$ cat src/rtl/router_reg.sv
// rtl/router_reg.sv - datapath register block of the 1x3 packet router
//
// Captures the packet header (source, destination, size) under the router
// FSM's one-hot strobes. Forwards header and payload bytes to the FIFO
// stage, and keeps a running XOR checksum over the payload.
//
// Ports:
//   clk1            in   single clock, rising edge
//   reset           in   synchronous, active-high
//   packet_valid_i  in   packet_in carries a valid byte this cycle
//   packet_in[7:0]  in   incoming packet byte
//   get_source, get_dest, store_header, get_size, load_data, get_crc
//                   in   FSM state strobes (one-hot)
//   fifo_full       in   downstream FIFO cannot accept a byte this cycle
//   full_state      in   FSM is in the FIFO-full recovery state
//   dsize[2:0]      out  payload byte count from the size byte
//   data_out[7:0]   out  byte presented to the FIFO
//   destination[7:0] out latched destination byte
//   crc_checked     out  checksum comparison done for the current packet
//   trusted_source  out  latched source is in the trusted range 0x80-0xFF
//   err             out  checksum or length mismatch in the current packet

module router_reg (
  input  logic       clk1,
  input  logic       reset,
  input  logic       packet_valid_i,
  input  logic [7:0] packet_in,
  input  logic       get_source,
  input  logic       get_dest,
  input  logic       store_header,
  input  logic       get_size,
  input  logic       load_data,
  input  logic       get_crc,
  input  logic       fifo_full,
  input  logic       full_state,
  output logic [2:0] dsize,
  output logic [7:0] data_out,
  output logic [7:0] destination,
  output logic       crc_checked,
  output logic       trusted_source,
  output logic       err
);

  logic [7:0] source;
  logic [7:0] chk;
  logic [2:0] cnt;
  logic [7:0] hold;
  logic       hold_valid;

  // The if/else-if chain encodes strobe priority in case the FSM ever
  // drives more than one strobe at once.
  always_ff @(posedge clk1) begin
    if (reset) begin
      source         <= 8'h00;
      chk            <= 8'h00;
      cnt            <= 3'd0;
      hold           <= 8'h00;
      hold_valid     <= 1'b0;
      dsize          <= 3'd0;
      data_out       <= 8'h00;
      destination    <= 8'h00;
      crc_checked    <= 1'b0;
      trusted_source <= 1'b0;
      err            <= 1'b0;
    end else if (full_state) begin
      // Drain the byte that was blocked while the FIFO was full.
      if (!fifo_full && hold_valid) begin
        data_out   <= hold;
        hold_valid <= 1'b0;
      end
    end else if (get_source) begin
      if (packet_valid_i) begin
        source         <= packet_in;
        trusted_source <= packet_in[7];
        chk            <= 8'h00;
        cnt            <= 3'd0;
        crc_checked    <= 1'b0;
        err            <= 1'b0;
        hold_valid     <= 1'b0;
      end
    end else if (get_dest) begin
      if (packet_valid_i) begin
        destination <= packet_in;
      end
    end else if (store_header) begin
      data_out <= destination;
    end else if (get_size) begin
      if (packet_valid_i) begin
        dsize <= packet_in[2:0];
      end
    end else if (load_data) begin
      if (packet_valid_i) begin
        chk <= chk ^ packet_in;
        cnt <= cnt + 3'd1;
        if (fifo_full) begin
          hold       <= packet_in;
          hold_valid <= 1'b1;
        end else begin
          data_out <= packet_in;
        end
      end
    end else if (get_crc) begin
      if (packet_valid_i) begin
        crc_checked <= 1'b1;
        err         <= (packet_in != chk) || (cnt != dsize);
      end
    end
  end

endmodule

$ cat config.mk
export PLATFORM = sky130hd
export DESIGN_NAME = router_reg
export DESIGN_NICKNAME = d
export VERILOG_FILES = /design/src/rtl/router_reg.sv
export SDC_FILE = /design/constraint.sdc
export NUM_CORES = 1
export LEC_CHECK = 0
export ABC_AREA = 0
export CAP_MARGIN = 20
export CORE_UTILIZATION = 45
export CTS_BUF_LIST = sky130_fd_sc_hd__clkbuf_16
export DETAILED_ROUTE_END_ITERATION = 8
export GPL_TIMING_DRIVEN = 0
export PLACE_DENSITY = 0.7
export SKIP_LAST_GASP = 1
export SLEW_MARGIN = 20
export SYNTH_ARGS = -nofsm -noshare
export SYNTH_HDL_FRONTEND = slang
export SYNTH_SLANG_ARGS = --single-unit
$ cat constraint.sdc
create_clock -name clk1 -period 1.7 [get_ports clk1]
set_input_delay 0.425 -clock clk1 [delete_from_list [all_inputs] [get_ports clk1]]
set_output_delay 0.425 -clock clk1 [all_outputs]
set_load 0.03 [all_outputs]
## Word-level counts from Yosys, hierarchy flattened

Index checks and enable logic that the tools add are counted.

| word-level totals | value |
|---|---|
| output and inout port bits | 22 |
| input port bits | 19 |
| logic and storage cells | 100 |
| bits in registers | 42 |
| memories | 0 |
| bits in latches | 0 |
| ROM bits | 0 |
| bits in writable memories | 0 |

| cells by class | value |
|---|---|
| add/subtract/negate cells | 1 |
| shift operators | 0 |
| bitwise gates (word level) | 6 |
| div/mod/pow operators | 0 |
| magnitude comparators | 0 |
| reductions and logical operators | 17 |
| eq/ne operators | 19 |
| $mul | 0 |
| muxes and demuxes | 47 |

Operators by type and width:

| kind | count |
|---|---|
| $mux W8 | 16 |
| $mux W1 | 24 |
| $reduce_and A8 Y1 | 3 |
| $mux W3 | 7 |
| $ne A3 B2 Y1 const B | 6 |
| $reduce_and A7 Y1 | 2 |
| $reduce_bool A3 Y1 | 4 |
| $ne A2 B2 Y1 const B | 5 |
| $ne A8 B8 Y1 | 1 |
| $xor A8 B8 Y8 | 1 |
| $ne A2 B1 Y1 const B | 3 |
| $ne A6 B5 Y1 const B | 1 |
| $ne A6 B6 Y1 const B | 1 |
| $reduce_and A6 Y1 | 1 |
| $ne A5 B5 Y1 const B | 1 |
| $not A1 Y1 | 5 |
| $reduce_and A4 Y1 | 1 |
| $reduce_bool A2 Y1 | 2 |
| $add A3 B1 Y3 const B | 1 |
| $ne A3 B3 Y1 | 1 |
| $reduce_and A3 Y1 | 1 |
| $logic_and A1 B1 Y1 | 1 |
| $logic_not A1 Y1 | 1 |
| $logic_or A1 B1 Y1 | 1 |

## Logic depth before layout (Yosys ltp)

| logic depth | value |
|---|---|
| depth after elaboration | 9 |
| depth in mapped cells | 6 |
| mapped depth without buffers | 4 |

## Least setup slack after synthesis

OpenSTA, ideal clock, no wires.

| path | value |
|---|---|
| kind | input port to flip-flop |
| from | input port full_state |
| to | register hold[0] |
| arrival | 1.318 ns |
| required time | 1.572 ns |
| setup time | 0.128 ns |
| path slack | 0.254 ns |
| stages on the path | 5 |
| path buffers | 1 |
| path through | buf_2 nor3b_4 nand3_2 mux2i_1 nor2_1 |

| between the ends | value |
|---|---|
| longest elaborated chain between the ends | 2 |

Ends and longest elaborated chain:

| item | RTL line | RTL |
|---|---|---|
| from (decl) | 35 | `input logic full_state,` |
| $not A1 Y1 (no source line) | n/a |  |
| $reduce_and A8 Y1 (no source line) | n/a |  |
| to (signal assigned) | 96 | `hold <= packet_in;` |
| to (decl) | 47 | `logic [7:0] hold;` |

Every way passes these cells.
A chain may end at the register's enable or synchronous reset.

## Worst setup path after layout

| path | value |
|---|---|
| from | input port packet_in[3] |
| to | register err |

| between the ends | value |
|---|---|
| longest elaborated chain between the ends | 9 |

Ends and longest elaborated chain:

| item | RTL line | RTL |
|---|---|---|
| from (decl) | 27 | `input logic [7:0] packet_in,` |
| $ne A8 B8 Y1 | 105 | `err <= (packet_in != chk) \|\| (cnt != dsize);` |
| $logic_or A1 B1 Y1 | 105 |  |
| $mux W1 | 103 | `if (packet_valid_i) begin` |
| $mux W1 | 102 | `end else if (get_crc) begin` |
| $mux W1 | 91 | `end else if (load_data) begin` |
| $mux W1 | 87 | `end else if (get_size) begin` |
| $mux W1 | 85 | `end else if (store_header) begin` |
| $mux W1 | 81 | `end else if (get_dest) begin` |
| $mux W1 | 71 | `end else if (get_source) begin` |
| to (signal assigned) | 105 |  |
| to (decl) | 41 | `output logic err` |

Every way passes these cells. The select of a mux whose other input is x is not followed.

==> impl_metrics.env <==
export IMPL_status="complete, no violations"
export IMPL_vias=1843
export IMPL_fin_crit_ns=1.63
export IMPL_yosys_area_top_type_share=0.400
export IMPL_switching_power_uw=499
export IMPL_rows=24
export IMPL_timing_fmax_mhz=615
export IMPL_final_max_slew_violation_count=0
export IMPL_wl_per_cell_um=15.3
export IMPL_yosysWarnings=0
export IMPL_drcViolationCount=0
export IMPL_clk_latency_ns=0.28
export IMPL_syn_cell_area_mm2=0.00210
export IMPL_crit_fanout=6
export IMPL_coreArea_mm2=0.00441
export IMPL_drt_pass1_iterations=4
export IMPL_postPlaceCellArea_mm2=0.00251
export IMPL_cellLeakagePower_nw=1.28
export IMPL_setup_viol=0
export IMPL_rsz0062_at_grt="false"
export IMPL_switching_share=0.220
export IMPL_start_util=0.476
export IMPL_endpoint_kind="flip-flop"
export IMPL_hold_class="flip-flop to flip-flop"
export IMPL_die_w_um=70.3
export IMPL_startpoint="packet_in[3]"
export IMPL_synthTopCellsByArea="dfxtp_1 40%, mux2i_1 10%, a21oi_1 6.7%"
export IMPL_start_kind="input port"
export IMPL_grt_max_degree=13
export IMPL_finalHoldViolCount=0
export IMPL_relSlewSlack=0.590
export IMPL_maxCapViolCount=0
export IMPL_root_buffer="clkbuf_16"
export IMPL_htreeDepth=2
export IMPL_cts_hold_buf=0
export IMPL_path_class="input port to flip-flop"
export IMPL_gp_congestion=0.783
export IMPL_final_area_mm2=0.00273
export IMPL_grtUsageTotal=0.222
export IMPL_worst_pin_slew_ns=0.616
export IMPL_worstSetupEndpoint="err$_SDFFE_PP0P_"
export IMPL_p_comb_frac=0.100
export IMPL_reg2regPathDepth=4
export IMPL_final_net_count=300
export IMPL_clk_pin_slew_worst_paths_ns=0.05
export IMPL_clock_path_buffers=2
export IMPL_required_ns=1.90
export IMPL_drt_wl_total_um=5110
export IMPL_power_density_mw_per_mm2=829
export IMPL_grt_pass1_vias=1754
export IMPL_seq_area_frac_synth=0.400
export IMPL_cts_sinks=42
export IMPL_port_buffers=34
export IMPL_syn_inst=233
export IMPL_avgSynthCellArea_um2=9.02
export IMPL_die_area_mm2=0.00495
export IMPL_r2r_end="err$_SDFFE_PP0P_"
export IMPL_cts_buffers=5
export IMPL_grt_ovfl_total=0
export IMPL_r2r_start="chk[7]$_SDFFE_PP0P_"
export IMPL_synth_nets=253
export IMPL_synth_distinct_cells=36
export IMPL_grt_pass1_wl_um=8540
export IMPL_antenna_found_initial=0
export IMPL_cts_tree="yes"
export IMPL_period_share=0.957
export IMPL_reg2reg_setup_slack_ns=0.46
export IMPL_internal_power_mw=1.77
export IMPL_place_ws_ns=-0.413
export IMPL_syn_to_final_growth_pct=30.1
export IMPL_die_h_um=70.3
export IMPL_yosys_area_top_type="dfxtp_1"
export IMPL_vdd_ir_drop_max_v=0.000539
export IMPL_drt_iter0_markers=106
export IMPL_layout_setup_ws_ns=0.0728
export IMPL_hold_ws_ns=0.468
export IMPL_finClkSkew_ns=0.00409
export IMPL_utilization=0.619
export IMPL_p_seq_frac=0.441
export IMPL_p_clk_frac=0.460
export IMPL_vias_per_cell=5.53
export IMPL_n_antenna_cell=0
export IMPL_io_pins=41
export IMPL_ys_ff_latch=42
export IMPL_cp_arrival_ns=1.82
export IMPL_layout_drive_gt1_share=0.135
export IMPL_hpwlAfterDp_um=3540
export IMPL_ant_nets=0
how the worst min path moves through the flow:
stage / start / end / depth (start not counted)
floorplan: hold[3]$_SDFFE_PP0P_ / hold[3]$_SDFFE_PP0P_ / 2
global placement: destination[3]$_SDFFE_PP0P_ / destination[3]$_SDFFE_PP0P_ / 2
detailed placement: destination[4]$_SDFFE_PP0P_ / destination[4]$_SDFFE_PP0P_ / 2
CTS: packet_in[1] / destination[1]$_SDFFE_PP0P_ / 3
global route: crc_checked$_SDFFE_PP0P_ / crc_checked$_SDFFE_PP0P_ / 2
finish: crc_checked$_SDFFE_PP0P_ / crc_checked$_SDFFE_PP0P_ / 2
worst max-delay path: stages:
cell and delay (ns):
clkdlybuf4s50_1 0.60, xor2_1 0.21, nor4_1 0.08, a311o_1 0.36
o22ai_1 0.14
cells in the mapped netlist:
cell / n
o21ai_0: 11
mux2_2: 8
nor2b_1: 1
nor4b_4: 1
dfxtp_1: 42
a211o_1: 8
nor3_1: 1
nand2_1: 27
buf_2: 5
or3_1: 1
nor2_1: 16
nand2b_1: 1
clkbuf_1: 9
o21ai_2: 1
a22oi_1: 1
ha_1: 1
mux2i_1: 21
a311o_1: 1
a221oi_1: 1
clkbuf_2: 2
inv_1: 1
xor2_1: 11
o22ai_1: 1
nor4_1: 2
and4bb_2: 1
buf_4: 2
nand3_2: 1
and2_1: 2
nand3b_1: 9
nor3_2: 1
buf_1: 1
nand4b_1: 9
nand4_1: 1
nor3b_4: 1
a21oi_1: 28
nand3_1: 3
final cells by class:
cell class | count | area (um^2)
fill | 397 | 1680
multi-input combinational | 171 | 1190
sequential | 42 | 841
timing repair buffer | 40 | 364
clock buffer | 5 | 125
buffer | 19 | 106
tap | 52 | 65.1
clock inverter | 3 | 37.5
inverter | 1 | 3.75
sequential cells by signal (all words and copies together) (netlist names):
name and cells:
err 1, cnt 3, crc_checked 1, dsize 3
hold_valid 1, chk 8, trusted_source 1, hold 8
data_out 8, destination 8
layout by cell type (no fill, tap or decap), drive strengths merged:
cell type / count
a211o: 8
a21oi: 28
a221oi: 1
a22oi: 1
a311o: 1
and2: 2
and4bb: 1
buf: 14
bufinv: 1
clkbuf: 16
clkdlybuf4s50: 5
dfxtp: 42
dlygate4sd2: 25
dlymetal6s2s: 4
ha: 1
inv: 3
mux2: 8
mux2i: 21
nand2: 27
nand2b: 1
nand3: 4
nand3b: 9
nand4: 1
nand4b: 9
nor2: 16
nor2b: 1
nor3: 2
nor3b: 1
nor4: 2
nor4b: 1
o21ai: 12
o22ai: 1
or3: 1
xor2: 11
cell families after synthesis:
kind of cell,synth area share
multiplexers,0.143
AO/OA/AOI/OAI,0.146
flip-flops,0.400
adder cells (fa/ha/maj),0.00595
XOR/XNOR,0.0459
AND/OR/NAND/NOR,0.216
buffers and inverters,0.0435
metal layers:
metal / wire length, um / vias up / track usage
met3: 195 / 2 / 0.0491
met5: 0 / - / 0
li1: - / 924 / -
met1: 2410 / 884 / 0.291
met4: 40 / 0 / 0.0756
met2: 2460 / 33 / 0.358
per-stage QoR:
step                std cells  setup TNS [ns]  total power, mW
global route              333               0             2.34
detailed placement        319          -14.21             1.24
CTS                       332               0             2.28
finish                    333               0             2.27
floorplan                 233               0             1.15
global placement          319          -13.71             1.24
power by group through the flow:
stage / Clock (mW) / Combinational [mW] / Sequential, mW
3_3_place_gp: 0 / 0.220 / 1.02
2_1_floorplan: 0 / 0.115 / 1.03
3_5_place_dp: 0 / 0.221 / 1.02
6_report: 1.04 / 0.226 / 0.998
4_1_cts: 1.06 / 0.224 / 0.998
5_1_grt: 1.09 / 0.246 / 0.999
timing repair:
| action | 4_1_cts | 5_1_grt |
|---|---|---|
| pin swaps | 2 | 1 |
| buffers inserted | 5 | 1 |
| gates resized for setup | 34 | 5 |
| setup endpoints to repair | 58 | 41 |
(Power assumes the default switching activity.)
